`config.mk`:
```
export PLATFORM = sky130hd
export DESIGN_NAME = rv32i_single_cycle_core
export DESIGN_NICKNAME = d
export VERILOG_FILES = /design/src/rtl/rv32i_pkg.sv /design/src/rtl/rv32i_regfile.sv /design/src/rtl/rv32i_single_cycle_core.sv
export SDC_FILE = /design/constraint.sdc
export NUM_CORES = 2
export LEC_CHECK = 0
export ABC_CLOCK_PERIOD_IN_PS = 48800
export BUFFER_PORTS_ARGS = -buffer_cell sky130_fd_sc_hd__buf_2
export CAP_MARGIN = 20
export CORE_MARGIN = 10
export CORE_UTILIZATION = 50
export DETAILED_ROUTE_END_ITERATION = 8
export GPL_TIMING_DRIVEN = 0
export HOLD_SLACK_MARGIN = 0.15
export PLACE_DENSITY = 0.65
export SETUP_SLACK_MARGIN = 0.05
export SLEW_MARGIN = 20
export SYNTH_ARGS = -nofsm -noshare
export SYNTH_HDL_FRONTEND = slang
export SYNTH_HIERARCHICAL = 1
export SYNTH_SLANG_ARGS = --single-unit
export TNS_END_PERCENT = 30
```
`constraint.sdc`:
```
create_clock -name CLK -period 48.8 [get_ports CLK]
set_clock_uncertainty 0.1 [all_clocks]
set_input_delay 4.88 -clock CLK [delete_from_list [all_inputs] [get_ports CLK]]
set_output_delay 4.88 -clock CLK [all_outputs]
set_load 0.05 [all_outputs]
```
`src/rtl/rv32i_pkg.sv`:
```
// rv32i_pkg: opcodes, control enums and the funct3-to-ALU decode shared by the RV32I core.
package rv32i_pkg;

    localparam logic [6:0] OP_R      = 7'b0110011;
    localparam logic [6:0] OP_I      = 7'b0010011;
    localparam logic [6:0] OP_LOAD   = 7'b0000011;
    localparam logic [6:0] OP_STORE  = 7'b0100011;
    localparam logic [6:0] OP_BRANCH = 7'b1100011;
    localparam logic [6:0] OP_JAL    = 7'b1101111;
    localparam logic [6:0] OP_JALR   = 7'b1100111;
    localparam logic [6:0] OP_LUI    = 7'b0110111;
    localparam logic [6:0] OP_AUIPC  = 7'b0010111;
    localparam logic [6:0] OP_FENCE  = 7'b0001111;
    localparam logic [6:0] OP_SYSTEM = 7'b1110011;

    typedef enum logic [3:0] {
        ALU_ADD, ALU_SUB, ALU_SLL, ALU_SLT, ALU_SLTU,
        ALU_XOR, ALU_SRL, ALU_SRA, ALU_OR, ALU_AND, ALU_PASSB
    } alu_op_t;

    typedef enum logic [2:0] {IMM_I, IMM_S, IMM_B, IMM_U, IMM_J} imm_sel_t;

    typedef enum logic [1:0] {WB_ALU, WB_MEM, WB_PC4} wb_sel_t;

    // alt selects SUB/SRA; the caller decides when instruction bit 30 is meaningful
    function automatic alu_op_t alu_from_funct3(input logic [2:0] f3, input logic alt);
        case (f3)
            3'b000:  return alt ? ALU_SUB : ALU_ADD;
            3'b001:  return ALU_SLL;
            3'b010:  return ALU_SLT;
            3'b011:  return ALU_SLTU;
            3'b100:  return ALU_XOR;
            3'b101:  return alt ? ALU_SRA : ALU_SRL;
            3'b110:  return ALU_OR;
            default: return ALU_AND;
        endcase
    endfunction

endpackage

```
`src/rtl/rv32i_regfile.sv`:
```
// rv32i_regfile: 32-entry register file, x0 reads zero, two combinational reads, one clocked write.
// Ports: clk, rst (async, active-high, clears all entries), we/wa/wd write port,
//        ra1/rd1 and ra2/rd2 read ports (a same-cycle write is seen on the next cycle).
module rv32i_regfile #(
    parameter int DATA_W = 32
) (
    input  logic              clk,
    input  logic              rst,
    input  logic              we,
    input  logic [4:0]        ra1,
    input  logic [4:0]        ra2,
    input  logic [4:0]        wa,
    input  logic [DATA_W-1:0] wd,
    output logic [DATA_W-1:0] rd1,
    output logic [DATA_W-1:0] rd2
);

    logic [DATA_W-1:0] regs [32];

    always_ff @(posedge clk or posedge rst) begin
        if (rst) begin
            for (int i = 0; i < 32; i++) regs[i] <= '0;
        end else if (we && wa != 5'd0) begin
            regs[wa] <= wd;
        end
    end

    assign rd1 = (ra1 == 5'd0) ? '0 : regs[ra1];
    assign rd2 = (ra2 == 5'd0) ? '0 : regs[ra2];

endmodule

```
`src/rtl/rv32i_single_cycle_core.sv`:
```
// rv32i_single_cycle_core: single-cycle RV32I core, one instruction retired per CLK.
// Ports: CLK; RESET_N (async, ACTIVE-HIGH despite its name);
//        iaddr/idata to a combinational instruction ROM;
//        daddr/ddata_w/ddata_r/MemRead/MemWrite to a data RAM (sync write, comb read).
// Build option: ILLEGAL_HALT_EN freezes the PC on an unrecognised opcode; otherwise it is a NOP.
module rv32i_single_cycle_core
    import rv32i_pkg::*;
#(
    parameter int                ADDR_W   = 32,
    parameter int                DATA_W   = 32,
    parameter logic [ADDR_W-1:0] RESET_PC = '0
) (
    input  logic              CLK,
    input  logic              RESET_N,
    input  logic [DATA_W-1:0] idata,
    input  logic [DATA_W-1:0] ddata_r,
    output logic [ADDR_W-1:0] iaddr,
    output logic [DATA_W-1:0] ddata_w,
    output logic [ADDR_W-1:0] daddr,
    output logic              MemRead,
    output logic              MemWrite
);

`ifdef ILLEGAL_HALT_EN
    localparam bit HALT_EN = 1'b1;
`else
    localparam bit HALT_EN = 1'b0;
`endif

    logic [ADDR_W-1:0] pc, pc_next, pc_seq, pc_plus4, pc_imm, jalr_tgt, alu_addr;
    logic [6:0]        opcode;
    logic [4:0]        rd, rs1, rs2;
    logic [2:0]        f3;
    logic [DATA_W-1:0] rs1_v, rs2_v, imm, alu_a, alu_b, alu_y, wb_data;
    logic [DATA_W-1:0] imm_i, imm_s, imm_b, imm_u, imm_j;
    alu_op_t           alu_op;
    imm_sel_t          imm_sel;
    wb_sel_t           wb_sel;
    logic              src_a_pc, src_b_imm, reg_we, mem_rd, mem_wr;
    logic              branch, jal, jalr, illegal, br_cond, eq, lt, ltu;

    assign opcode = idata[6:0];
    assign rd     = idata[11:7];
    assign f3     = idata[14:12];
    assign rs1    = idata[19:15];
    assign rs2    = idata[24:20];

    assign imm_i = DATA_W'($signed(idata[31:20]));
    assign imm_s = DATA_W'($signed({idata[31:25], idata[11:7]}));
    assign imm_b = DATA_W'($signed({idata[31], idata[7], idata[30:25], idata[11:8], 1'b0}));
    assign imm_u = DATA_W'($signed({idata[31:12], 12'b0}));
    assign imm_j = DATA_W'($signed({idata[31], idata[19:12], idata[20], idata[30:21], 1'b0}));

    assign imm = imm_sel == IMM_S ? imm_s :
                 imm_sel == IMM_B ? imm_b :
                 imm_sel == IMM_U ? imm_u :
                 imm_sel == IMM_J ? imm_j : imm_i;

    always_comb begin
        alu_op    = ALU_ADD;
        imm_sel   = IMM_I;
        wb_sel    = WB_ALU;
        src_a_pc  = 1'b0;
        src_b_imm = 1'b0;
        reg_we    = 1'b0;
        mem_rd    = 1'b0;
        mem_wr    = 1'b0;
        branch    = 1'b0;
        jal       = 1'b0;
        jalr      = 1'b0;
        illegal   = 1'b0;
        case (opcode)
            OP_R: begin
                reg_we = 1'b1;
                alu_op = alu_from_funct3(f3, idata[30]);
            end
            OP_I: begin
                reg_we    = 1'b1;
                src_b_imm = 1'b1;
                // bit 30 is part of the immediate except for SRAI
                alu_op    = alu_from_funct3(f3, f3 == 3'b101 && idata[30]);
            end
            OP_LOAD: begin
                reg_we    = 1'b1;
                src_b_imm = 1'b1;
                wb_sel    = WB_MEM;
                mem_rd    = 1'b1;
            end
            OP_STORE: begin
                imm_sel   = IMM_S;
                src_b_imm = 1'b1;
                mem_wr    = 1'b1;
            end
            OP_BRANCH: begin
                imm_sel = IMM_B;
                branch  = 1'b1;
            end
            OP_JAL: begin
                imm_sel = IMM_J;
                reg_we  = 1'b1;
                wb_sel  = WB_PC4;
                jal     = 1'b1;
            end
            OP_JALR: begin
                src_b_imm = 1'b1;
                reg_we    = 1'b1;
                wb_sel    = WB_PC4;
                jalr      = 1'b1;
            end
            OP_LUI: begin
                imm_sel   = IMM_U;
                src_b_imm = 1'b1;
                reg_we    = 1'b1;
                alu_op    = ALU_PASSB;
            end
            OP_AUIPC: begin
                imm_sel   = IMM_U;
                src_a_pc  = 1'b1;
                src_b_imm = 1'b1;
                reg_we    = 1'b1;
            end
            OP_FENCE, OP_SYSTEM: ;
            default: illegal = 1'b1;
        endcase
    end

    assign alu_a = src_a_pc ? DATA_W'(pc) : rs1_v;
    assign alu_b = src_b_imm ? imm : rs2_v;

    always_comb begin
        case (alu_op)
            ALU_ADD:   alu_y = alu_a + alu_b;
            ALU_SUB:   alu_y = alu_a - alu_b;
            ALU_SLL:   alu_y = alu_a << alu_b[4:0];
            ALU_SLT:   alu_y = DATA_W'($signed(alu_a) < $signed(alu_b));
            ALU_SLTU:  alu_y = DATA_W'(alu_a < alu_b);
            ALU_XOR:   alu_y = alu_a ^ alu_b;
            ALU_SRL:   alu_y = alu_a >> alu_b[4:0];
            ALU_SRA:   alu_y = $signed(alu_a) >>> alu_b[4:0];
            ALU_OR:    alu_y = alu_a | alu_b;
            ALU_AND:   alu_y = alu_a & alu_b;
            ALU_PASSB: alu_y = alu_b;
            default:   alu_y = alu_a + alu_b;
        endcase
    end

    assign eq  = rs1_v == rs2_v;
    assign lt  = $signed(rs1_v) < $signed(rs2_v);
    assign ltu = rs1_v < rs2_v;
    assign br_cond = f3 == 3'b000 ? eq  :
                     f3 == 3'b001 ? !eq :
                     f3 == 3'b100 ? lt  :
                     f3 == 3'b101 ? !lt :
                     f3 == 3'b110 ? ltu :
                     f3 == 3'b111 ? !ltu : 1'b0;

    assign alu_addr = ADDR_W'(alu_y);
    assign pc_plus4 = pc + ADDR_W'(4);
    assign pc_imm   = pc + ADDR_W'(imm);
    assign jalr_tgt = {alu_addr[ADDR_W-1:1], 1'b0};
    assign pc_seq   = jalr ? jalr_tgt : (jal || (branch && br_cond)) ? pc_imm : pc_plus4;
    assign pc_next  = (HALT_EN && illegal) ? pc : pc_seq;

    // rd is written at the clock edge, after jalr_tgt has used the old rs1, so rd==rs1 is safe
    assign wb_data = wb_sel == WB_MEM ? ddata_r :
                     wb_sel == WB_PC4 ? DATA_W'(pc_plus4) : alu_y;

    always_ff @(posedge CLK or posedge RESET_N) begin
        if (RESET_N) pc <= RESET_PC;
        else         pc <= pc_next;
    end

    rv32i_regfile #(.DATA_W(DATA_W)) u_regfile (
        .clk (CLK),
        .rst (RESET_N),
        .we  (reg_we),
        .ra1 (rs1),
        .ra2 (rs2),
        .wa  (rd),
        .wd  (wb_data),
        .rd1 (rs1_v),
        .rd2 (rs2_v)
    );

    assign iaddr    = pc;
    assign daddr    = alu_addr;
    assign ddata_w  = rs2_v;
    assign MemRead  = mem_rd && !RESET_N;
    assign MemWrite = mem_wr && !RESET_N;

endmodule

```
==> results.tsv <==
metric	value	unit
Critical Path Sink	daddr[26]	
Max-Cap Viols	0	
Final HPWL DP	291000	microns
R2R depth	23	
final setup vio count	0	
final net count	6544	
Pins Over Slew Limit	0	
Gate power share	32.8	%
Via density	7.55	
Post-Syn Area	0.0702	sq mm
vias in the first global route	60300	
gr ovfl total	0	
internal power	1.72	mW
worst hold-check path type	register to register	
initial antenna violation count	26	
period utilisation layout	43.0	%
status	complete, but fails checks	
# rows	137	
Placeable Area	0.140	sq mm
number of synthesized register bits	1056	
DRT iter0 DRCs	10400	
drt wl/cell	46.7	microns
GRT Overall Usage	48.1	%
DRC Markers	3	
Fmax achieved	0.0476	GHz
setup ws final	27.79	ns
share of cells above drive strength 1	34.8	%
DP Area	0.0745	sq mm
Die Span Y	395	microns
slew margin rel.	2.35	%
Die W	395	microns
Flop pwr share	35.8	%
failing checks	design-rule violations	
critical path type	input pin to output pin	
Hold WS	0.387	ns
die area	0.156	sq mm
Synth Warn #	6	
Yosys cell types	110	
Worst IR Drop VDD	0.0369	mV
clock network fraction of total power	31.4	%
final antenna-violating net count	0	
Clock transition at path regs	0.06	ns
CTS buffer count	114	
CTS tree	done	
I/O pin cnt	164	
Placer Congestion	1.14	
RSZ-0062 raised after global routing	false	
final setup TNS	0	ns
CP Launch Type	input pin	
Critical Path Start	idata[24]	
Synth Flop Type	dfrtp_1	
Post-Syn Nets	6204	
IO Port Bufs	160	
Hold Violations, Final	0	
crit path time final	21.01	ns
H-Tree Level Count	3	
worst endpoint required time	43.82	ns
CTS resizes	0	
hold_buf cts	0	
crit path DAT	16.03	ns
Post-Synthesis Cells	5974	
flop2flop setup slack	37.52	ns
NetSw	1.16	mW
starting density of the core	50.3	%
sequential element share of the synthesized area	37.7	%
Setup Fix Bufs, Post-CTS	0	
critical path peak fanout	10	
power per cell area	36.7	mW/mm^2
CTS sink cnt	1056	
Post-synth EDFFs	0	
largest net degree at the start of global routing	107	
Area Overhead vs Synth	12.0	%
worst-margin pin slew	1.46	ns
final instance area	0.0786	sq mm
post-placement worst setup slack	28.84	ns
Static Leak	35.9	nW
final core area utilization	56.3	%
maximum buffer depth of the clock tree	3	
Critical Path End Type	output pin	
Syn Area/Cell	11.7	sq um
drt total wl	388000	microns
r2r startpoint	u_regfile/regs[194]	
clk_lat worst skew	0.82	ns
R2R Path End	u_regfile/regs[26]	
routed vias	62800	
drt pass-1 iters	9	
first-pass GRT wire length	518000	microns
Async SR Flop Fraction	100	%
Switching Share	40.3	%
root buffer cell	clkbuf_16	
## worst min path at each step
stage | end | cells past startpoint | startpoint | slack [ns]
after CTS | u_regfile/regs[1023] | 1 | u_regfile/regs[1023] | 0.38
after global placement | u_regfile/regs[1002] | 1 | u_regfile/regs[1002] | 0.36
after global routing | u_regfile/regs[1002] | 1 | u_regfile/regs[1002] | 0.40
final | u_regfile/regs[1023] | 1 | u_regfile/regs[1023] | 0.39
after detailed placement | u_regfile/regs[1023] | 1 | u_regfile/regs[1023] | 0.37
after floorplan | u_regfile/regs[1000] | 1 | u_regfile/regs[1000] | 0.34
## stage by stage
step,total power [mW],cells
6_report,2.88,8309
5_1_grt,2.93,8285
4_1_cts,2.82,8276
3_5_place_dp,1.93,8068
3_3_place_gp,1.92,8010
2_1_floorplan,1.52,5974
## state kept, by name (all words and copies together), names as in the netlist
signal and flops:
u_regfile/regs 1024, iaddr 32
## worst max-delay path, cell delays in order
cell and delay [ns]:
buf_2 0.41, clkinv_1 0.74, nand2_1 0.40, clkbuf_1 0.86, a21oi_1 0.28, nor3_2 0.91
inv_1 0.33, a21oi_1 0.24, a21o_1 0.47, buf_2 0.40, buf_1 0.69, clkbuf_1 0.72
ha_1 0.46, nor2b_1 0.20, o21a_1 0.23, a311o_1 0.47, a21oi_1 0.43, o21ai_0 0.36
o41ai_2 0.75, nor2_1 0.08, a211oi_1 0.24, a21oi_1 0.18, nor3_2 0.86, inv_1 0.11
buf_2 0.25
## routing by layer
| layer | global-route usage [%] | up-vias | part of all wire [%] |
|---|---|---|---|
| met3 | 20.2 | 1851 | 13 |
| met2 | 68.2 | 5379 | 41 |
| met4 | 46.9 | 18 | 13 |
| met5 | 3.17 | - | 0.16 |
| met1 | 53.2 | 31900 | 33 |
| li1 | - | 23600 | - |
## cell usage in the layout (no fill, tap or decap), types with 24 or more instances in the layout
master     Yosys  layout
nand2_1      237     237
buf_6         35      42
clkbuf_8       0      38
buf_1         65      63
nand2b_1      24      24
mux4_2       397     397
buf_2        114     282
and2_1        31      31
buf_4         23      55
o22ai_1       61      61
nor2b_1       61      61
dfrtp_1     1056    1056
xnor2_1       43      42
a2111oi_0     36      35
a21oi_1      260     256
o211ai_1      41      41
xor2_1        25      25
inv_1        158     156
mux2_2      1082    1082
diode_2        0      27
a211oi_1     100      97
nand3_1       68      68
a31oi_1       30      30
nor3_1       101      79
mux2i_1      361     352
a22oi_1      120     120
a22o_1        53      53
nor2_1       214     211
o21ai_0      149     137
clkbuf_16      0     114
o221ai_1      40      40
a21o_1        54      54
clkbuf_1     322     327
ha_1         161     161
## cells by family after synthesis
kind of cell	share of synthesized area, %
adder cells (fa/ha/maj)	2.96
multiplexers	35.3
XOR/XNOR	0.849
AO/OA/AOI/OAI	12.1
AND/OR/NAND/NOR	6.21
buffers and inverters	4.87
flip-flops	37.7
## cell usage after synthesis, drive strengths merged, types with 26 or more instances
cell type  number  area (sq um)
mux2         1082         12200
dfrtp        1056         26400
mux4          397          8940
mux2i         363          3650
clkbuf        325          1230
a21oi         262          1330
buf           248          1570
nand2         237           890
nor2          216           816
ha            161          2010
inv           161           607
o21ai         159           796
a22oi         122           926
nor3          102           515
a211oi        101           763
nand3          68           340
nor2b          61           382
o22ai          61           382
a21o           54           405
a22o           53           464
xnor2          43           377
o211ai         42           320
o221ai         40           350
a2111oi        39           345
nor4           33           225
and2           31           194
a31oi          30           188
a221oi         26           234
## power groups by stage
stage                     Clock (mW)  Sequential [mW]  Combinational, mW
final                          0.905             1.03              0.947
after CTS                      0.904             1.02              0.895
after global placement             0             1.04              0.876
after floorplan                    0             1.04              0.483
after global routing           0.941             1.03              0.954
after detailed placement           0             1.04              0.892
## layout make-up
| type | count | area, sq um |
|---|---|---|
| Fill cell | 12100 | 60900 |
| Multi-Input combinational cell | 4181 | 40800 |
| Sequential cell | 1056 | 26400 |
| Clock buffer | 177 | 3470 |
| Buffer | 573 | 2830 |
| Tap cell | 1876 | 2350 |
| Timing Repair Buffer | 224 | 1610 |
| Inverter | 164 | 626 |
| Clock inverter | 31 | 424 |
| Antenna cell | 27 | 67.6 |
(Power assumes the default switching activity.)
